## src/rtl/alu_ctrl_pkg.sv

```systemverilog
// alu_ctrl_pkg -- shared ALUOp, funct and ALU control encodings plus the pipe FSM state type.
// Revision: 1.0
`default_nettype none
package alu_ctrl_pkg;

  localparam logic [1:0] AOP_ADD   = 2'b00;
  localparam logic [1:0] AOP_SUB   = 2'b01;
  localparam logic [1:0] AOP_RTYPE = 2'b10;
  localparam logic [1:0] AOP_SLT   = 2'b11;

  localparam logic [5:0] FN_ADD = 6'b100000;
  localparam logic [5:0] FN_SUB = 6'b100010;
  localparam logic [5:0] FN_AND = 6'b100100;
  localparam logic [5:0] FN_OR  = 6'b100101;
  localparam logic [5:0] FN_SLT = 6'b101010;
  localparam logic [5:0] FN_XOR = 6'b100110;
  localparam logic [5:0] FN_MUL = 6'b011000;

  localparam logic [3:0] CTL_AND     = 4'b0000;
  localparam logic [3:0] CTL_OR      = 4'b0001;
  localparam logic [3:0] CTL_ADD     = 4'b0010;
  localparam logic [3:0] CTL_SUB     = 4'b0110;
  localparam logic [3:0] CTL_SLT     = 4'b0111;
  localparam logic [3:0] CTL_MUL     = 4'b1000;
  localparam logic [3:0] CTL_XOR     = 4'b1001;
  localparam logic [3:0] CTL_ILLEGAL = 4'b1111;

  typedef enum logic [1:0] {
    ST_EMPTY = 2'd0,
    ST_FULL  = 2'd1,
    ST_WAIT  = 2'd2
  } state_t;

endpackage
`default_nettype wire

```

## src/rtl/alu_ctrl_pipe_if.sv

```systemverilog
// alu_ctrl_pipe_if -- upstream/downstream handshake and decode bus of the ALU control pipe.
// Revision: 1.0
`default_nettype none
interface alu_ctrl_pipe_if #(
  parameter int FUNCT_W = 6,
  parameter int ALUOP_W = 2,
  parameter int CTRL_W  = 4
);
  logic               valid_i;
  logic               ready_o;
  logic [FUNCT_W-1:0] funct_i;
  logic [ALUOP_W-1:0] ALUOp_i;
  logic               valid_o;
  logic               ready_i;
  logic [CTRL_W-1:0]  ALUCtrl_o;
  logic               multi_o;
  logic               busy_o;
  logic               illegal_o;
  logic               illegal_clr_i;

  modport slave (
    input  valid_i, funct_i, ALUOp_i, ready_i, illegal_clr_i,
    output ready_o, valid_o, ALUCtrl_o, multi_o, busy_o, illegal_o
  );

  modport master (
    output valid_i, funct_i, ALUOp_i, ready_i, illegal_clr_i,
    input  ready_o, valid_o, ALUCtrl_o, multi_o, busy_o, illegal_o
  );
endinterface
`default_nettype wire

```

## src/rtl/alu_ctrl_decode.sv

```systemverilog
// alu_ctrl_decode -- combinational ALUOp/funct to 4-bit ALU control decode.
// Revision: 1.0
`default_nettype none
module alu_ctrl_decode
  import alu_ctrl_pkg::*;
#(
  parameter int FUNCT_W = 6,
  parameter int ALUOP_W = 2
) (
  input  logic [FUNCT_W-1:0] funct,
  input  logic [ALUOP_W-1:0] aluop,
  output logic [3:0]         ctrl,
  output logic               is_mul,
  output logic               is_illegal
);

  always_comb begin
    ctrl = CTL_ILLEGAL;
    case (aluop)
      ALUOP_W'(AOP_ADD): ctrl = CTL_ADD;
      ALUOP_W'(AOP_SUB): ctrl = CTL_SUB;
      ALUOP_W'(AOP_SLT): ctrl = CTL_SLT;
      ALUOP_W'(AOP_RTYPE): begin
        case (funct)
          FUNCT_W'(FN_ADD): ctrl = CTL_ADD;
          FUNCT_W'(FN_SUB): ctrl = CTL_SUB;
          FUNCT_W'(FN_AND): ctrl = CTL_AND;
          FUNCT_W'(FN_OR):  ctrl = CTL_OR;
          FUNCT_W'(FN_SLT): ctrl = CTL_SLT;
          FUNCT_W'(FN_XOR): ctrl = CTL_XOR;
          FUNCT_W'(FN_MUL): ctrl = CTL_MUL;
          default:          ctrl = CTL_ILLEGAL;
        endcase
      end
      default: ctrl = CTL_ILLEGAL;
    endcase
  end

  assign is_mul     = (ctrl == CTL_MUL);
  assign is_illegal = (ctrl == CTL_ILLEGAL);

endmodule
`default_nettype wire

```

## src/rtl/alu_ctrl_pipe.sv

```systemverilog
// alu_ctrl_pipe -- one-deep registered ALU control stage with multi-cycle mul hold-off.
// Revision: 1.0
`default_nettype none
module alu_ctrl_pipe
  import alu_ctrl_pkg::*;
#(
  parameter int FUNCT_W = 6,
  parameter int ALUOP_W = 2,
  parameter int CTRL_W  = 4,
  parameter int MUL_LAT = 4
) (
  input  logic          clk_i,
  input  logic          rst_i,
  alu_ctrl_pipe_if.slave bus
);

  localparam int CNT_W = (MUL_LAT > 1) ? $clog2(MUL_LAT) : 1;

  state_t             state;
  logic [CNT_W-1:0]   cnt;
  logic               valid_q;
  logic [CTRL_W-1:0]  ctrl_q;
  logic               multi_q;
  logic               illegal_q;

  logic [3:0]         dec_ctrl;
  logic               dec_mul;
  logic               dec_illegal;
  logic               ready;
  logic               accept;

  alu_ctrl_decode #(
    .FUNCT_W (FUNCT_W),
    .ALUOP_W (ALUOP_W)
  ) u_decode (
    .funct      (bus.funct_i),
    .aluop      (bus.ALUOp_i),
    .ctrl       (dec_ctrl),
    .is_mul     (dec_mul),
    .is_illegal (dec_illegal)
  );

  assign ready  = !rst_i && ((state == ST_EMPTY) || (state == ST_FULL && bus.ready_i));
  assign accept = bus.valid_i && ready;

  // cnt counts WAIT cycles still to go, including the current one.
  always_ff @(posedge clk_i) begin
    if (rst_i) begin
      state     <= ST_EMPTY;
      cnt       <= '0;
      valid_q   <= 1'b0;
      ctrl_q    <= '0;
      multi_q   <= 1'b0;
      illegal_q <= 1'b0;
    end else begin
      if (bus.illegal_clr_i) illegal_q <= 1'b0;
      if (accept && dec_illegal) illegal_q <= 1'b1;

      case (state)
        ST_EMPTY, ST_FULL: begin
          if (accept) begin
            if (dec_mul && (MUL_LAT > 1)) begin
              state   <= ST_WAIT;
              cnt     <= CNT_W'(MUL_LAT - 1);
              valid_q <= 1'b0;
            end else begin
              state   <= ST_FULL;
              valid_q <= 1'b1;
              ctrl_q  <= CTRL_W'(dec_ctrl);
              multi_q <= dec_mul;
            end
          end else if (state == ST_FULL && bus.ready_i) begin
            state   <= ST_EMPTY;
            valid_q <= 1'b0;
          end
        end
        ST_WAIT: begin
          if (cnt == CNT_W'(1)) begin
            state   <= ST_FULL;
            cnt     <= '0;
            valid_q <= 1'b1;
            ctrl_q  <= CTRL_W'(CTL_MUL);
            multi_q <= 1'b1;
          end else begin
            cnt <= cnt - CNT_W'(1);
          end
        end
        default: begin
          state   <= ST_EMPTY;
          valid_q <= 1'b0;
        end
      endcase
    end
  end

  assign bus.ready_o   = ready;
  assign bus.valid_o   = valid_q;
  assign bus.ALUCtrl_o = ctrl_q;
  assign bus.multi_o   = multi_q;
  assign bus.busy_o    = (state == ST_WAIT);
  assign bus.illegal_o = illegal_q;

endmodule
`default_nettype wire

```

## src/flat_wrapper.sv

```systemverilog
// flat-port wrapper written by rule: the top's interface ports become plain ports
module alu_ctrl_pipe_flat import alu_ctrl_pkg::*;
#(
  parameter int FUNCT_W = 6,
  parameter int ALUOP_W = 2,
  parameter int CTRL_W  = 4,
  parameter int MUL_LAT = 4
)
  (clk_i, rst_i, bus_valid_i, bus_funct_i, bus_ALUOp_i, bus_ready_i, bus_illegal_clr_i, bus_ready_o, bus_valid_o, bus_ALUCtrl_o, bus_multi_o, bus_busy_o, bus_illegal_o);
  alu_ctrl_pipe_if #(.FUNCT_W(FUNCT_W), .ALUOP_W(ALUOP_W), .CTRL_W(CTRL_W)) bus_i ();
  input  logic clk_i;
  input  logic rst_i;
  input wire logic [$bits(bus_i.valid_i)-1:0] bus_valid_i;
  input wire logic [$bits(bus_i.funct_i)-1:0] bus_funct_i;
  input wire logic [$bits(bus_i.ALUOp_i)-1:0] bus_ALUOp_i;
  input wire logic [$bits(bus_i.ready_i)-1:0] bus_ready_i;
  input wire logic [$bits(bus_i.illegal_clr_i)-1:0] bus_illegal_clr_i;
  output wire logic [$bits(bus_i.ready_o)-1:0] bus_ready_o;
  output wire logic [$bits(bus_i.valid_o)-1:0] bus_valid_o;
  output wire logic [$bits(bus_i.ALUCtrl_o)-1:0] bus_ALUCtrl_o;
  output wire logic [$bits(bus_i.multi_o)-1:0] bus_multi_o;
  output wire logic [$bits(bus_i.busy_o)-1:0] bus_busy_o;
  output wire logic [$bits(bus_i.illegal_o)-1:0] bus_illegal_o;
  assign bus_i.valid_i = bus_valid_i;
  assign bus_i.funct_i = bus_funct_i;
  assign bus_i.ALUOp_i = bus_ALUOp_i;
  assign bus_i.ready_i = bus_ready_i;
  assign bus_i.illegal_clr_i = bus_illegal_clr_i;
  assign bus_ready_o = bus_i.ready_o;
  assign bus_valid_o = bus_i.valid_o;
  assign bus_ALUCtrl_o = bus_i.ALUCtrl_o;
  assign bus_multi_o = bus_i.multi_o;
  assign bus_busy_o = bus_i.busy_o;
  assign bus_illegal_o = bus_i.illegal_o;
  alu_ctrl_pipe #(.FUNCT_W(FUNCT_W), .ALUOP_W(ALUOP_W), .CTRL_W(CTRL_W), .MUL_LAT(MUL_LAT)) u_core (.clk_i(clk_i), .rst_i(rst_i), .bus(bus_i));
endmodule
```

## config.mk

```make
export PLATFORM = sky130hd
export DESIGN_NAME = alu_ctrl_pipe_flat
export DESIGN_NICKNAME = d
export VERILOG_FILES = /design/src/rtl/alu_ctrl_pkg.sv /design/src/rtl/alu_ctrl_pipe_if.sv /design/src/rtl/alu_ctrl_decode.sv /design/src/rtl/alu_ctrl_pipe.sv /design/src/flat_wrapper.sv
export SDC_FILE = /design/constraint.sdc
export NUM_CORES = 1
export LEC_CHECK = 0
export ABC_AREA = 1
export BUFFER_PORTS_ARGS = -buffer_cell sky130_fd_sc_hd__clkbuf_2
export CORE_UTILIZATION = 35
export CTS_BUF_LIST = sky130_fd_sc_hd__clkbuf_4
export CTS_CLUSTER_SIZE = 40
export DETAILED_ROUTE_END_ITERATION = 16
export SLEW_MARGIN = 30
export SYNTH_ARGS = -nofsm -noshare
export SYNTH_HDL_FRONTEND = slang
export SYNTH_HIERARCHICAL = 1
export SYNTH_SLANG_ARGS = --single-unit
```

## constraint.sdc

```tcl
create_clock -name clk_i -period 1.24 [get_ports clk_i]
set_input_delay 0.124 -clock clk_i [delete_from_list [all_inputs] [get_ports clk_i]]
set_output_delay 0.124 -clock clk_i [all_outputs]
set_load 0.02 [all_outputs]
```

Yosys cells after proc, flatten, opt, wreduce, memory -nomap -nowiden --
Index checks and enable logic that the tools add are counted.
Operators by class: $add $sub $neg 1, multiply operators 0, div/mod/pow operators 0, $lt $le $gt $ge 0, equal/unequal tests 20, shift operators 0, muxes and demuxes 25, bitwise logic cells 0, reduce and logical (&&, ||, !) cells 14
Operators with widths (count):
- 6-bit equality test, second input constant | 6
- 4-bit case mux with 7 select lines | 1
- 4-bit case mux with 4 select lines | 1
- 2-bit 2-to-1 mux | 7
- 4-bit 2-to-1 mux | 3
- 4-bit equality test, second input constant | 2
- 1-bit 2-to-1 mux | 8
- 2-bit case mux with 2 select lines | 2
- 4-bit case mux with 2 select lines | 1
- 2-bit by 1-bit equality test with 1-bit output, second input constant | 3
- 2-bit equality test, second input constant | 3
- 6-bit by 5-bit equality test with 1-bit output, second input constant | 1
- 2-bit by 1-bit != test with 1-bit output, second input constant | 3
- 1-bit logical AND | 4
- 2-bit logical NOT | 2
- 1-bit case mux with 2 select lines | 2
- 4-bit AND reduction | 1
- 2-bit nonzero test | 2
- 3-bit by 1-bit != test with 1-bit output, second input constant | 1
- 3-bit AND reduction | 1
- 2-bit != test, second input constant | 1
- 2-bit AND reduction | 1
- 2-bit OR reduction | 1
- 2-bit by 1-bit subtractor with 2-bit output, second input constant | 1
- 2 further kinds | 2
Storage, ports and cells: register bits 11, latch bits 0, memory bits (writable) 0, memory bits (read-only) 0, output and inout port bits 9, logic and storage cells 66, memories 0

Longest topological paths before layout --
Gate-level depths: netlist of the first run.
depth after elaboration 7, gate-level depth with buffers 13, depth with buffers taken out 13

Hierarchy --
The synthesis of the first run kept the hierarchy.
By module, submodules not included:
- alu_ctrl_pipe | times used 1, cells an instance 71, area an instance 493.0 um^2, seq. area each 200.2 um^2
- alu_ctrl_decode | times used 1, cells an instance 47, area an instance 255.2 um^2, seq. area each 0.0 um^2

Worst setup path before layout of the first run --
No wires, ideal clock.
path kind input-to-reg, start in bus_funct_i[5], end reg u_core.ctrl_q[0] (netlist: u_core/bus.ALUCtrl_o[0]), setup time 0.115 ns, arrival 1.109 ns, setup slack 0.016 ns, stages 11, path through inv_1 > nor2_4 > nand3_1 > nand2_2 > nor2_2 > nor3b_2 > inv_1 > nand2_1 > nand2_4 > a21oi_1 > nor2_1
Between the ends: cells in the longest elaborated chain, start to end 6
RTL lines:
- start: declaration | line flat_wrapper.sv:14 | input wire logic [$bits(bus_i.funct_i)-1:0] bus_funct_i;
- 6-bit by 5-bit equality test with 1-bit output / 6-bit equality test (equally long branches) | line alu_ctrl_decode.sv:24 | case (funct)
- 4-bit case mux with 7 select lines (*) | line alu_ctrl_decode.sv:24
- 4-bit case mux with 4 select lines (*) | line alu_ctrl_decode.sv:19 | case (aluop)
- 4-bit equality test (*) | line alu_ctrl_decode.sv:39 | assign is_mul = (ctrl == CTL_MUL);
- net u_core.dec_mul | line alu_ctrl_pipe.sv:27 | logic dec_mul;
- 2-bit != test (no source line) (*)
- 4-bit AND reduction (no source line) (*)
- end signal: assignment | line alu_ctrl_pipe.sv:69 | ctrl_q <= CTRL_W'(dec_ctrl);
- end signal: assignment | line alu_ctrl_pipe.sv:82 | ctrl_q <= CTRL_W'(CTL_MUL);
- end: declaration | line alu_ctrl_pipe.sv:22 | logic [CTRL_W-1:0] ctrl_q;
The timed path passes the listed nets; every way through them passes the cells marked *. The select of a mux whose other input is x is not followed. A chain may end at the register's enable or synchronous reset.

Worst setup path in the final report of the first run --
start reg u_core.state[1], end out bus_busy_o
Between the ends: cells in the longest elaborated chain, start to end 1
RTL lines:
- start: declaration | line alu_ctrl_pipe.sv:19 | state_t state;
- start signal: assignment | line alu_ctrl_pipe.sv:49 | state <= ST_EMPTY;
- start signal: assignment | line alu_ctrl_pipe.sv:63 | state <= ST_WAIT;
- start signal: assignment | line alu_ctrl_pipe.sv:67 | state <= ST_FULL;
- 2-bit equality test | line alu_ctrl_pipe.sv:100 | assign bus.busy_o = (state == ST_WAIT);
- end: declaration | line flat_wrapper.sv:22 | output wire logic [$bits(bus_i.busy_o)-1:0] bus_busy_o;
Every way passes these cells.

==> metrics.md, run 1 <==
| Metric | Value |
|---|---|
| Outcome | `finished, final reports clean` |
| Worst setup skew after layout | `0.001660 ns` |
| Final #Nets | `169` |
| Delay contributed by the slowest stage of the critical path | `0.34 ns` |
| Launch instance of the worst min-delay path | `bus_illegal_clr_i` |
| Pin count of the biggest net entering global routing | `10` |
| Fillers | `207` |
| CP Data Required Time | `1.12 ns` |
| Cell chosen for the clock root | `sky130_fd_sc_hd__clkbuf_4` |
| Combined flip-flop and latch cell area | `202.7 sq um` |
| Critical Path Start Type | `register` |
| Total grt overflow | `0` |
| Yosys top cell by area | `sky130_fd_sc_hd__dfxtp_1` |
| Post-synth net total | `132` |
| Effective utilization at floorplan | `0.3775` |
| Top cells by area, synth | `sky130_fd_sc_hd__dfxtp_1 27%, sky130_fd_sc_hd__nand2_1 11%, sky130_fd_sc_hd__inv_1 8.5%` |
| Critical Path Fanout Max | `6` |
| Mean cell area of the mapped netlist | `6.341 sq um` |
| Largest vdd supply drop | `0.0004636 V` |
| Leakage | `0.0005603 uW` |
| Worst-case setup slack after placement | `-0.2055 ns` |
| Maximum clock frequency | `862.7 MHz` |
| Count of unresolved DRC violations after routing | `0` |
| Final-layout worst hold slack | `0.1042 ns` |
| Pins Over Slew Limit | `0` |
| Maximum buffer depth of the clock tree | `2` |
| Final wirelength | `1715 um` |
| Standard-cell row count | `16` |
| Die extent in x | `48.24 um` |
| Tightest slew margin relative to the limit | `0.8542` |
| Boundary Pins | `22` |
| Distinct cell type count after synthesis | `20` |
| Overall fraction of global-route tracks in use | `0.1673` |
| Cell count of the worst hold path | `4` |
| Arrival time of the worst setup path | `1.04 ns` |
| Part of the Yosys area used for sequential elements | `0.2676` |
| Setup repair after global routing missed its margin | `yes` |
| Count of synthesis-stage warnings from yosys | `6` |
| Vertical die dimension | `48.24 um` |
| Via count normalized by instance count | `4.600` |
| Overall die area | `0.002327 sq mm` |
| FF+latch count, synth | `10` |
| Number of buffers added on ports | `21` |
| Hold/Removal Path Class | `input port to register` |
| Total via count in the routed design | `828` |
| P&R area growth vs syn | `38.80%` |
| Yosys top cell area share | `0.2676` |
| Category of the most critical setup path | `register to primary output` |
| Diodes inserted | `0` |
| HPWL reported at the end of detailed placement | `1372 um` |
| Setup violators final | `0` |
| Area taken by multi-input logic gates | `510.5 sq um` |
| Routed length per instance | `9.528 um` |
| Worst r2r src | `u_core/state[1]` |
| Critical Path Slowest Stage Cell | `sky130_fd_sc_hd__dfxtp_2` |
| TritonCTS clock tree | `done` |
| Share of the cycle needed by the critical path after routing | `0.9348` |
| Hold endpoint | `u_core/bus.illegal_o` |
| Final weighted congestion in routability-driven placement | `0.8325` |
| Via count of the first global-routing pass | `686` |
| Total CTS buffers | `3` |
| Drt first pass iters | `4` |
| Floorplan core area | `0.001982 sq mm` |
| Actual transition at the worst max-transition pin | `0.2179 ns` |
| Register-to-register setup slack | `0.09 ns` |
| Final core utilization | `0.5240` |
| Reg clk slew, reported paths | `0.06 ns` |
| Overall Power | `744.7 uW` |
| Setup TNS after final layout | `0 ns` |
| H-tree depth reported by CTS | `1` |
| Share of post-route cells with drive strength above 1 | `0.4902` |
| Post-synth design cell area | `748.2 sq um` |
| Synthesized netlist cell count | `118` |
| Clock Latency Late Sink | `0.26 ns` |
| Post-route minimum period | `1.159 ns` |
| MaxCap Viol Count | `0` |
| Antenna violations before repair | `0` |
| Final antenna-violating net count | `0` |
| Areal power density over the cells | `717.1 mW/mm^2` |
| Kind of end point of the critical path | `primary output` |
| Clock sink count | `10` |
| Global-route wire length before repair | `2732 um` |
| Detailed router's first-iteration violation count | `16` |
| Final worst slack | `0.08080 ns` |
| Cell depth of the worst flop-to-flop path | `7` |
| Number of hold-slack violations in the final timing report | `0` |
| Cell breakdown of the critical path | `inv_2 -> nor2_4 -> buf_6` |
| Capture point of the worst reg-to-reg path | `u_core/bus.ALUCtrl_o[1]` |
-- power by group --
group          internal [uW]  total (uW)  switching, uW
sequential               334         343           8.97
clock                    112         216            104
combinational           75.6         186            110
-- how the worst max path moves through the flow --
stage / slack [ns] / depth (start not counted) / to / from
detailed placement: -0.21 / 13 / u_core/bus.ALUCtrl_o[1] / bus_funct_i[4]
CTS: 0.005 / 3 / bus_ready_o / u_core/bus.valid_o
global route: -0.02 / 14 / u_core/bus.ALUCtrl_o[3] / bus_funct_i[3]
global placement: -0.16 / 13 / u_core/bus.ALUCtrl_o[3] / bus_funct_i[4]
finish: 0.08 / 3 / bus_busy_o / u_core/state[1]
floorplan: 0.02 / 11 / u_core/bus.ALUCtrl_o[0] / bus_funct_i[5]
-- layout by cell type, fill, tap and decap left out --
cell type                  synthesis  final
sky130_fd_sc_hd__clkbuf_2          0     20
sky130_fd_sc_hd__nand2_1          22     19
sky130_fd_sc_hd__inv_1            17     15
sky130_fd_sc_hd__nor2_1           17     13
sky130_fd_sc_hd__nand3_1          10     10
sky130_fd_sc_hd__buf_4             0     10
sky130_fd_sc_hd__nand2_2           6      9
sky130_fd_sc_hd__nor2_2            5      8
sky130_fd_sc_hd__dfxtp_1          10      8
sky130_fd_sc_hd__inv_2             5      7
sky130_fd_sc_hd__a21oi_1           8      5
sky130_fd_sc_hd__a21oi_2           2      5
sky130_fd_sc_hd__clkbuf_4          0      3
sky130_fd_sc_hd__nor2_4            2      3
sky130_fd_sc_hd__nand3_2           3      3
sky130_fd_sc_hd__nand2_4           2      3
sky130_fd_sc_hd__o21ai_0           2      2
sky130_fd_sc_hd__dfxtp_2           0      2
sky130_fd_sc_hd__nand4_1           2      2
sky130_fd_sc_hd__buf_6             0      1
sky130_fd_sc_hd__and2_1            1      1
sky130_fd_sc_hd__ha_1              1      1
sky130_fd_sc_hd__and3_1            1      1
sky130_fd_sc_hd__nor3b_1           1      1
sky130_fd_sc_hd__nor3b_2           1      1
-- metal layers --
layer  GRT usage  vias up  routed length (um)
li1            -      442                   -
met2      0.2560       23                 745
met3     0.07037        0                 110
met1      0.2200      363                 859
met5           0        -                   0
met4     0.03333        0                   0
-- final cells by class --
type	instances	share of cell area
Tap cell	27	0.03253
Clock buffer	3	0.02169
Sequential cell	10	0.1952
Inverter	22	0.07952
Multi-Input combinational cell	87	0.4916
Timing Repair Buffer	31	0.1795
-- synth_stat cells --
cell type / instances
sky130_fd_sc_hd__nand2_1: 22
sky130_fd_sc_hd__nor3b_2: 1
sky130_fd_sc_hd__nand2_2: 6
sky130_fd_sc_hd__and3_1: 1
sky130_fd_sc_hd__nand2_4: 2
sky130_fd_sc_hd__nor2_2: 5
sky130_fd_sc_hd__nand3_2: 3
sky130_fd_sc_hd__nor2_1: 17
sky130_fd_sc_hd__nand3_1: 10
sky130_fd_sc_hd__nor3b_1: 1
sky130_fd_sc_hd__a21oi_2: 2
sky130_fd_sc_hd__o21ai_0: 2
sky130_fd_sc_hd__nor2_4: 2
sky130_fd_sc_hd__inv_2: 5
sky130_fd_sc_hd__dfxtp_1: 10
sky130_fd_sc_hd__and2_1: 1
sky130_fd_sc_hd__a21oi_1: 8
sky130_fd_sc_hd__nand4_1: 2
sky130_fd_sc_hd__ha_1: 1
sky130_fd_sc_hd__inv_1: 17
-- worst max-delay path, delay by kind of cell, from the launching register on --
family	cells	cell delay (ns)
buf+inv	2	0.22
flops	1	0.34
simple gates	1	0.21
-- through the flow --
step | instance area, sq um | std cells
2_1_floorplan | 748.2 | 118
3_3_place_gp | 947.2 | 174
3_5_place_dp | 947.2 | 174
4_1_cts | 969.7 | 177
5_1_grt | 1039 | 180
6_report | 1039 | 180
-- what timing repair did --
item                                    CTS  global route
gates resized for setup                   0            19
endpoints found under the setup margin    0             7
hold buffers                              0             0
buffers inserted                          0             2
-- cells by family after synthesis --
| family | synth area share |
|---|---|
| AOI/OAI and AO/OA | 0.09031 |
| adders and majority gates | 0.01672 |
| buffers and inverters | 0.1104 |
| DFF | 0.2676 |
| and+or+nand+nor | 0.5151 |
-- registers in the layout, indices dropped and copies added, names as in the netlist --
register and flops:
u_core/bus.ALUCtrl_o 4, u_core/bus.multi_o 1, u_core/bus.valid_o 1, u_core/bus.illegal_o 1, u_core/cnt 2, u_core/state 1
No activity file was read; power rests on OpenSTA's default activity.
==> inputs of run 2 (changes only) <==
==> constraint.sdc (replaced) <==
create_clock -name clk_i -period 1.24 [get_ports clk_i]
set_input_delay 0.124 -clock clk_i [delete_from_list [all_inputs] [get_ports clk_i]]
set_output_delay 0.124 -clock clk_i [all_outputs]
set_load 0.005 [all_outputs]
==> run 2 against run 1 <==
Effect of this change: final area fell by 3.6%; sequential share of layout area up 0.61 points; wire length fell by 1.2%; clock skew hardly changed; maximum frequency grew 1.1%; first-iteration DRC count is 6.3% lower; via count shrank 0.36%; highest routed layer unchanged.
==> metrics.md, run 2 (same netlist as run 1, synthesis figures left out) <==
| Metric | Value |
|---|---|
| Tightest slew margin relative to the limit | `0.8604 (was 0.8542)` |
| Pins Over Slew Limit | `0 (unchanged)` |
| Maximum clock frequency | `872.1 MHz (was 862.7 MHz)` |
| Drt first pass iters | `6 (was 4)` |
| Floorplan core area | `0.001982 sq mm (unchanged)` |
| Commonest cells after routing, fill and taps aside | `21 x sky130_fd_sc_hd__clkbuf_2, 21 x sky130_fd_sc_hd__nand2_1, 16 x sky130_fd_sc_hd__inv_1, 15 x sky130_fd_sc_hd__nor2_1, 10 x sky130_fd_sc_hd__nand3_1 (was 20 x sky130_fd_sc_hd__clkbuf_2, 19 x sky130_fd_sc_hd__nand2_1, 15 x sky130_fd_sc_hd__inv_1, 13 x sky130_fd_sc_hd__nor2_1)` |
| Critical Path Start Type | `register (unchanged)` |
| Final worst slack | `0.09339 ns (was 0.08080 ns)` |
| HPWL reported at the end of detailed placement | `1372 um (unchanged)` |
| Vertical die dimension | `48.24 um (unchanged)` |
| Routed length per instance | `9.517 um (was 9.528 um)` |
| Via count normalized by instance count | `4.635 (was 4.600)` |
| Overall fraction of global-route tracks in use | `0.1673 (unchanged)` |
| Via count of the first global-routing pass | `686 (unchanged)` |
| Areal power density over the cells | `720.1 mW/mm^2 (was 717.1 mW/mm^2)` |
| Number of hold-slack violations in the final timing report | `0 (unchanged)` |
| Die extent in x | `48.24 um (unchanged)` |
| Critical Path Fanout Max | `6 (unchanged)` |
| Final weighted congestion in routability-driven placement | `0.8325 (unchanged)` |
| Worst setup skew after layout | `0.001694 ns (was 0.001660 ns)` |
| Global-route wire length before repair | `2732 um (unchanged)` |
| Final #Nets | `167 (was 169)` |
| Diodes inserted | `0 (unchanged)` |
| Setup TNS after final layout | `0 ns (unchanged)` |
| Largest vdd supply drop | `0.0004822 V (was 0.0004636 V)` |
| Overall die area | `0.002327 sq mm (unchanged)` |
| Boundary Pins | `22 (unchanged)` |
| H-tree depth reported by CTS | `1 (unchanged)` |
| Flip-flop count of the largest register, all copies and words added | `4 (unchanged)` |
| Cell chosen for the clock root | `sky130_fd_sc_hd__clkbuf_4 (unchanged)` |
| Setup violators final | `0 (unchanged)` |
| Reg clk slew, reported paths | `0.06 ns (about the same)` |
| Arrival time of the worst setup path | `1.02 ns (was 1.04 ns)` |
| Total CTS buffers | `3 (unchanged)` |
| Pin count of the biggest net entering global routing | `10 (unchanged)` |
| Antenna violations before repair | `0 (unchanged)` |
| Total grt overflow | `0 (unchanged)` |
| Final antenna-violating net count | `0 (unchanged)` |
| Kind of end point of the critical path | `primary output (unchanged)` |
| CP Data Required Time | `1.12 ns (about the same)` |
| Clock sink count | `10 (unchanged)` |
| Standard-cell row count | `16 (unchanged)` |
| Share of the cycle needed by the critical path after routing | `0.9247 (was 0.9348)` |
| Post-route standard cell area excluding fillers | `0.001001 sq mm (was 0.001039 sq mm)` |
| Actual transition at the worst max-transition pin | `0.2089 ns (was 0.2179 ns)` |
| Fillers | `213 (was 207)` |
| Clock Latency Late Sink | `0.26 ns (about the same)` |
| P&R area growth vs syn | `33.78% (was 38.80%)` |
| Category of the most critical setup path | `register to primary output (unchanged)` |
| Share of post-route cells with drive strength above 1 | `0.4437 (was 0.4902)` |
| Total via count in the routed design | `825 (was 828)` |
| Final-layout worst hold slack | `0.1041 ns (was 0.1042 ns)` |
| Count of unresolved DRC violations after routing | `0 (unchanged)` |
| Effective utilization at floorplan | `0.3775 (unchanged)` |
| Final core utilization | `0.5051 (was 0.5240)` |
| Leakage | `0.0005488 uW (was 0.0005603 uW)` |
| Hold/Removal Path Class | `input port to register (unchanged)` |
| Placed instance area | `947.2 sq um (unchanged)` |
| Post-route minimum period | `1.147 ns (was 1.159 ns)` |
| Maximum buffer depth of the clock tree | `2 (unchanged)` |
| TritonCTS clock tree | `done (unchanged)` |
| Final wirelength | `1694 um (was 1715 um)` |
| Detailed router's first-iteration violation count | `15 (was 16)` |
| Setup repair after global routing missed its margin | `yes (unchanged)` |
| MaxCap Viol Count | `0 (unchanged)` |
| Worst-case setup slack after placement | `-0.2055 ns (unchanged)` |
| Outcome | `finished, final reports clean (unchanged)` |
| Number of buffers added on ports | `21 (unchanged)` |
## run 2: cell type report
class | instances | area, sq um | share of cell area
multi-input cells | 87 | 495.5 | 0.4950
repair buffers | 29 | 165.2 | 0.1650
inverters | 22 | 82.58 | 0.08250
well taps | 27 | 33.78 | 0.03375
clock buffers | 3 | 22.52 | 0.02250
flip-flops and latches | 10 | 201.4 | 0.2012
## run 2: per-layer routing
layer | share of wire | up-vias | global-route usage
li1 | - | 436 | -
met1 | 0.51 | 367 | 0.2200
met2 | 0.43 | 22 | 0.2560
met3 | 0.053 | 0 | 0.07037
met4 | 0 | 0 | 0.03333
met5 | 0 | - | 0
## run 2: stage by stage
stage	cells	power [uW]
2_1_floorplan	118	436.4
3_3_place_gp	174	503.9
3_5_place_dp	174	507.6
4_1_cts	177	727.5
5_1_grt	178	778.7
6_report	178	720.8
## run 2: where the power goes
group / switching (uW) / total (uW) / internal [uW]
combinational: 92.3 / 166 / 73.5
sequential: 8.93 / 343 / 334
clock: 101 / 212 / 112
total: 202 / 721 / 519
## run 2: worst paths after layout
path / startpoint / endpoint / slack, ns / cells after the start
worst min register to register: u_core/bus.illegal_o / u_core/bus.illegal_o / 0.47 / 2
worst min-delay path: rst_i / u_core/bus.multi_o / 0.10 / 2
worst max-delay path: u_core/state[1] / bus_busy_o / 0.09 / 3
worst max register to register: u_core/state[1] / u_core/bus.ALUCtrl_o[2] / 0.10 / 7
## run 2: worst max-delay path, stage by stage, from the launching register on
cell and delay, ns:
sky130_fd_sc_hd__dfxtp_1 0.34, sky130_fd_sc_hd__inv_2 0.08, sky130_fd_sc_hd__nor2_4 0.19, sky130_fd_sc_hd__clkbuf_2 0.15
## run 2: repair_timing
action / CTS / global route
hold buffers: 0 / 0
buffers inserted: 0 / 0
resized for setup: 0 / 9
endpoints found under the setup margin: 0 / 6
==> inputs of run 3 (changes only) <==
--- a/config.mk
+++ b/config.mk
@@ -7,6 +7,7 @@
 export LEC_CHECK = 0
 export ABC_AREA = 1
 export BUFFER_PORTS_ARGS = -buffer_cell sky130_fd_sc_hd__clkbuf_2
+export CORE_MARGIN = 2
 export CORE_UTILIZATION = 35
 export CTS_BUF_LIST = sky130_fd_sc_hd__clkbuf_4
 export CTS_CLUSTER_SIZE = 40
==> run 3 against run 2 <==
Effect of this change: combinational power fell by 3%; critical path depth did not move; clock skew rose by 0.0016 ns; sequential share of layout area barely moved; clock-buffer cell count did not move; setup slack got worse by 0.011 ns; die area rose by 8.5%; cell count rose by 1.1%; wire length fell by 0.71%; sequential power barely moved; sequential cell count did not move; non-clock buffer count rose by 1; critical path type unchanged; largest power group unchanged.
==> metrics.md, run 3 (same netlist as run 1, synthesis figures left out) <==
| Metric | Value |
|---|---|
| Overall die area | `0.002524 sq mm (was 0.002327 sq mm)` |
| Routed length per instance | `9.344 um (was 9.517 um)` |
| Internal power summed over all cells | `521.2 uW (was 519.0 uW)` |
| Floorplan core area | `0.001982 sq mm (unchanged)` |
| Worst setup skew after layout | `0.003324 ns (was 0.001694 ns)` |
| Setup violators final | `0 (unchanged)` |
| Worst-case setup slack after placement | `-0.2147 ns (was -0.2055 ns)` |
| Number of buffers added on ports | `21 (unchanged)` |
| Overall fraction of global-route tracks in use | `0.1434 (was 0.1673)` |
| Post-route minimum period | `1.158 ns (was 1.147 ns)` |
| Clock Power Share | `0.315 (was 0.294)` |
| Final #Nets | `168 (was 167)` |
| Clock sink count | `10 (unchanged)` |
| Kind of end point of the critical path | `primary output (unchanged)` |
| Number of hold-slack violations in the final timing report | `0 (unchanged)` |
| Tightest slew margin relative to the limit | `0.8718 (was 0.8604)` |
| Hold/Removal Path Class | `input port to register (unchanged)` |
| Part of the total power dissipated in combinational logic | `0.219 (was 0.230)` |
| CP Data Required Time | `1.12 ns (about the same)` |
| Final worst slack | `0.08234 ns (was 0.09339 ns)` |
| Count of unresolved DRC violations after routing | `0 (unchanged)` |
| Clock Latency Late Sink | `0.26 ns (about the same)` |
| Reg power frac | `0.465 (was 0.476)` |
| Highest Signal Layer | `met3 (unchanged)` |
| Effective utilization at floorplan | `0.3775 (unchanged)` |
| Critical Path Slowest Stage Cell | `sky130_fd_sc_hd__dfxtp_1 (unchanged)` |
| Commonest cells after routing, fill and taps aside | `20 x sky130_fd_sc_hd__clkbuf_2, 19 x sky130_fd_sc_hd__nand2_1, 16 x sky130_fd_sc_hd__inv_1, 16 x sky130_fd_sc_hd__nor2_1 (was 21 x sky130_fd_sc_hd__clkbuf_2, 21 x sky130_fd_sc_hd__nand2_1, 16 x sky130_fd_sc_hd__inv_1, 15 x sky130_fd_sc_hd__nor2_1, 10 x sky130_fd_sc_hd__nand3_1)` |
| Reg clk slew, reported paths | `0.07 ns (was 0.06 ns)` |
| Arrival time of the worst setup path | `1.03 ns (was 1.02 ns)` |
| Routed length on met2 | `710 um (was 736 um)` |
| Leakage | `0.0005519 uW (was 0.0005488 uW)` |
| Category of the most critical setup path | `register to primary output (unchanged)` |
| Wire length on met3 | `69 um (was 90 um)` |
| Global-route wire length before repair | `2808 um (was 2732 um)` |
| P&R area growth vs syn | `33.95% (was 33.78%)` |
| Drt first pass iters | `3 (was 6)` |
| Final-layout worst hold slack | `0.1047 ns (was 0.1041 ns)` |
| Actual transition at the worst max-transition pin | `0.1918 ns (was 0.2089 ns)` |
| Delay contributed by the slowest stage of the critical path | `0.34 ns (about the same)` |
| Total via count in the routed design | `818 (was 825)` |
| Critical Path Fanout Max | `6 (unchanged)` |
| MaxCap Viol Count | `0 (unchanged)` |
| Cell chosen for the clock root | `sky130_fd_sc_hd__clkbuf_4 (unchanged)` |
| Die extent in x | `50.24 um (was 48.24 um)` |
| Most common cell after layout, fill and taps aside | `sky130_fd_sc_hd__clkbuf_2` |
| Via count normalized by instance count | `4.544 (was 4.635)` |
| Boundary Pins | `22 (unchanged)` |
| Standard-cell row count | `16 (unchanged)` |
| Routed length on met1 | `902 um (was 867 um)` |
| Total grt overflow | `0 (unchanged)` |
| Outcome | `finished, final reports clean (unchanged)` |
| Vertical die dimension | `50.24 um (was 48.24 um)` |
| H-tree depth reported by CTS | `1 (unchanged)` |
| Cell breakdown of the critical path | `inv_2 -> nor2_4 -> clkbuf_2 (unchanged)` |
| Final wirelength | `1682 um (was 1694 um)` |
| Share of post-route cells with drive strength above 1 | `0.4379 (was 0.4437)` |
| Net switching fraction of the power | `0.2899 (was 0.2800)` |
| Areal power density over the cells | `732.5 mW/mm^2 (was 720.1 mW/mm^2)` |
| Antenna violations before repair | `0 (unchanged)` |
| Kind of cell with the highest combined delay on the critical path | `flip-flops (unchanged)` |
| TritonCTS clock tree | `done (unchanged)` |
| Total CTS buffers | `3 (unchanged)` |
| Final weighted congestion in routability-driven placement | `0.8202 (was 0.8325)` |
| Diodes inserted | `0 (unchanged)` |
| Flip-flop count of the largest register, all copies and words added | `4 (unchanged)` |
| HPWL reported at the end of detailed placement | `1314 um (was 1372 um)` |
| Hold Buf Count CTS | `0 (unchanged)` |
| Switching power of the nets | `212.8 uW (was 201.9 uW)` |
| Setup repair after global routing missed its margin | `yes (unchanged)` |
| Critical Path Start Type | `register (unchanged)` |
| Buffering stage count on the worst path with inverters included | `2 (unchanged)` |
| Pins Over Slew Limit | `0 (unchanged)` |
| Largest vdd supply drop | `0.0004721 V (was 0.0004822 V)` |
| Via count of the first global-routing pass | `724 (was 686)` |
| Maximum clock frequency | `863.8 MHz (was 872.1 MHz)` |
| Detailed router's first-iteration violation count | `7 (was 15)` |
| Pin count of the biggest net entering global routing | `10 (unchanged)` |
| Maximum buffer depth of the clock tree | `2 (unchanged)` |
| Share of the cycle needed by the critical path after routing | `0.9336 (was 0.9247)` |
| Final antenna-violating net count | `0 (unchanged)` |
==> run 3: cell count changes in the layout (fill, tap and decap cells not counted), moves of 2 or more <==
| cell | delta |
|---|---|
| sky130_fd_sc_hd__a21oi_1 | +2 |
| sky130_fd_sc_hd__a21oi_2 | -2 |
| sky130_fd_sc_hd__nand2_1 | -2 |
| sky130_fd_sc_hd__nand2_2 | +2 |
==> run 3: cell type report <==
type | count | area, sq um
clock buffers | 3 | 22.52
clock inverters | 1 | 3.754
fillers | 212 | 979.7
inverters | 22 | 82.58
multi-input cells | 87 | 485.5
flip-flops and latches | 10 | 201.4
well taps | 27 | 33.78
repair buffers | 30 | 172.7
==> run 3: power groups by stage <==
stage | clock network [uW] | logic [uW] | registers, uW
6_report | 231 | 161 | 342
5_1_grt | 263 | 182 | 343
4_1_cts | 248 | 158 | 341
3_5_place_dp | 0 | 158 | 348
3_3_place_gp | 0 | 156 | 348
2_1_floorplan | 0 | 87.5 | 349
==> run 3: path summary, 6_finish.rpt <==
path | end | cells after the start | slack (ns) | start
setup / recovery | bus_busy_o | 3 | 0.08 | u_core/state[1]
hold / removal | u_core/bus.illegal_o | 4 | 0.10 | bus_illegal_clr_i
setup reg to reg | u_core/bus.ALUCtrl_o[1] | 7 | 0.11 | u_core/state[1]
hold reg to reg | u_core/bus.illegal_o | 2 | 0.47 | u_core/bus.illegal_o
==> run 3: layer usage <==
metal,vias up,global-route usage
met5,-,0
met4,0,0.05556
met3,0,0.03571
met2,14,0.2303
met1,360,0.1828
li1,444,-
==> run 3: tightest hold or removal path, cell delays in order <==
cell	delay (ns)
sky130_fd_sc_hd__clkbuf_2	0.07
sky130_fd_sc_hd__inv_1	0.03
sky130_fd_sc_hd__nand2_1	0.04
sky130_fd_sc_hd__a21oi_1	0.05
==> run 3: through the flow <==
stage          instance area [sq um]   TNS, ns  instances  total power, uW  utilization
2_1_floorplan                  748.2         0        118            436.4            -
3_3_place_gp                   947.2    -1.081        174            504.5       0.4779
3_5_place_dp                   947.2    -1.432        174            506.0       0.4779
4_1_cts                        973.4         0        178            747.6       0.4912
5_1_grt                         1002  -0.04078        180            788.3       0.5057
6_report                        1002         0        180            734.1       0.5057
==> run 3: repair_timing <==
item / 4_1_cts / 5_1_grt
setup endpoints to repair: 0 / 7
buffers inserted: 0 / 1
resized for setup: 0 / 9
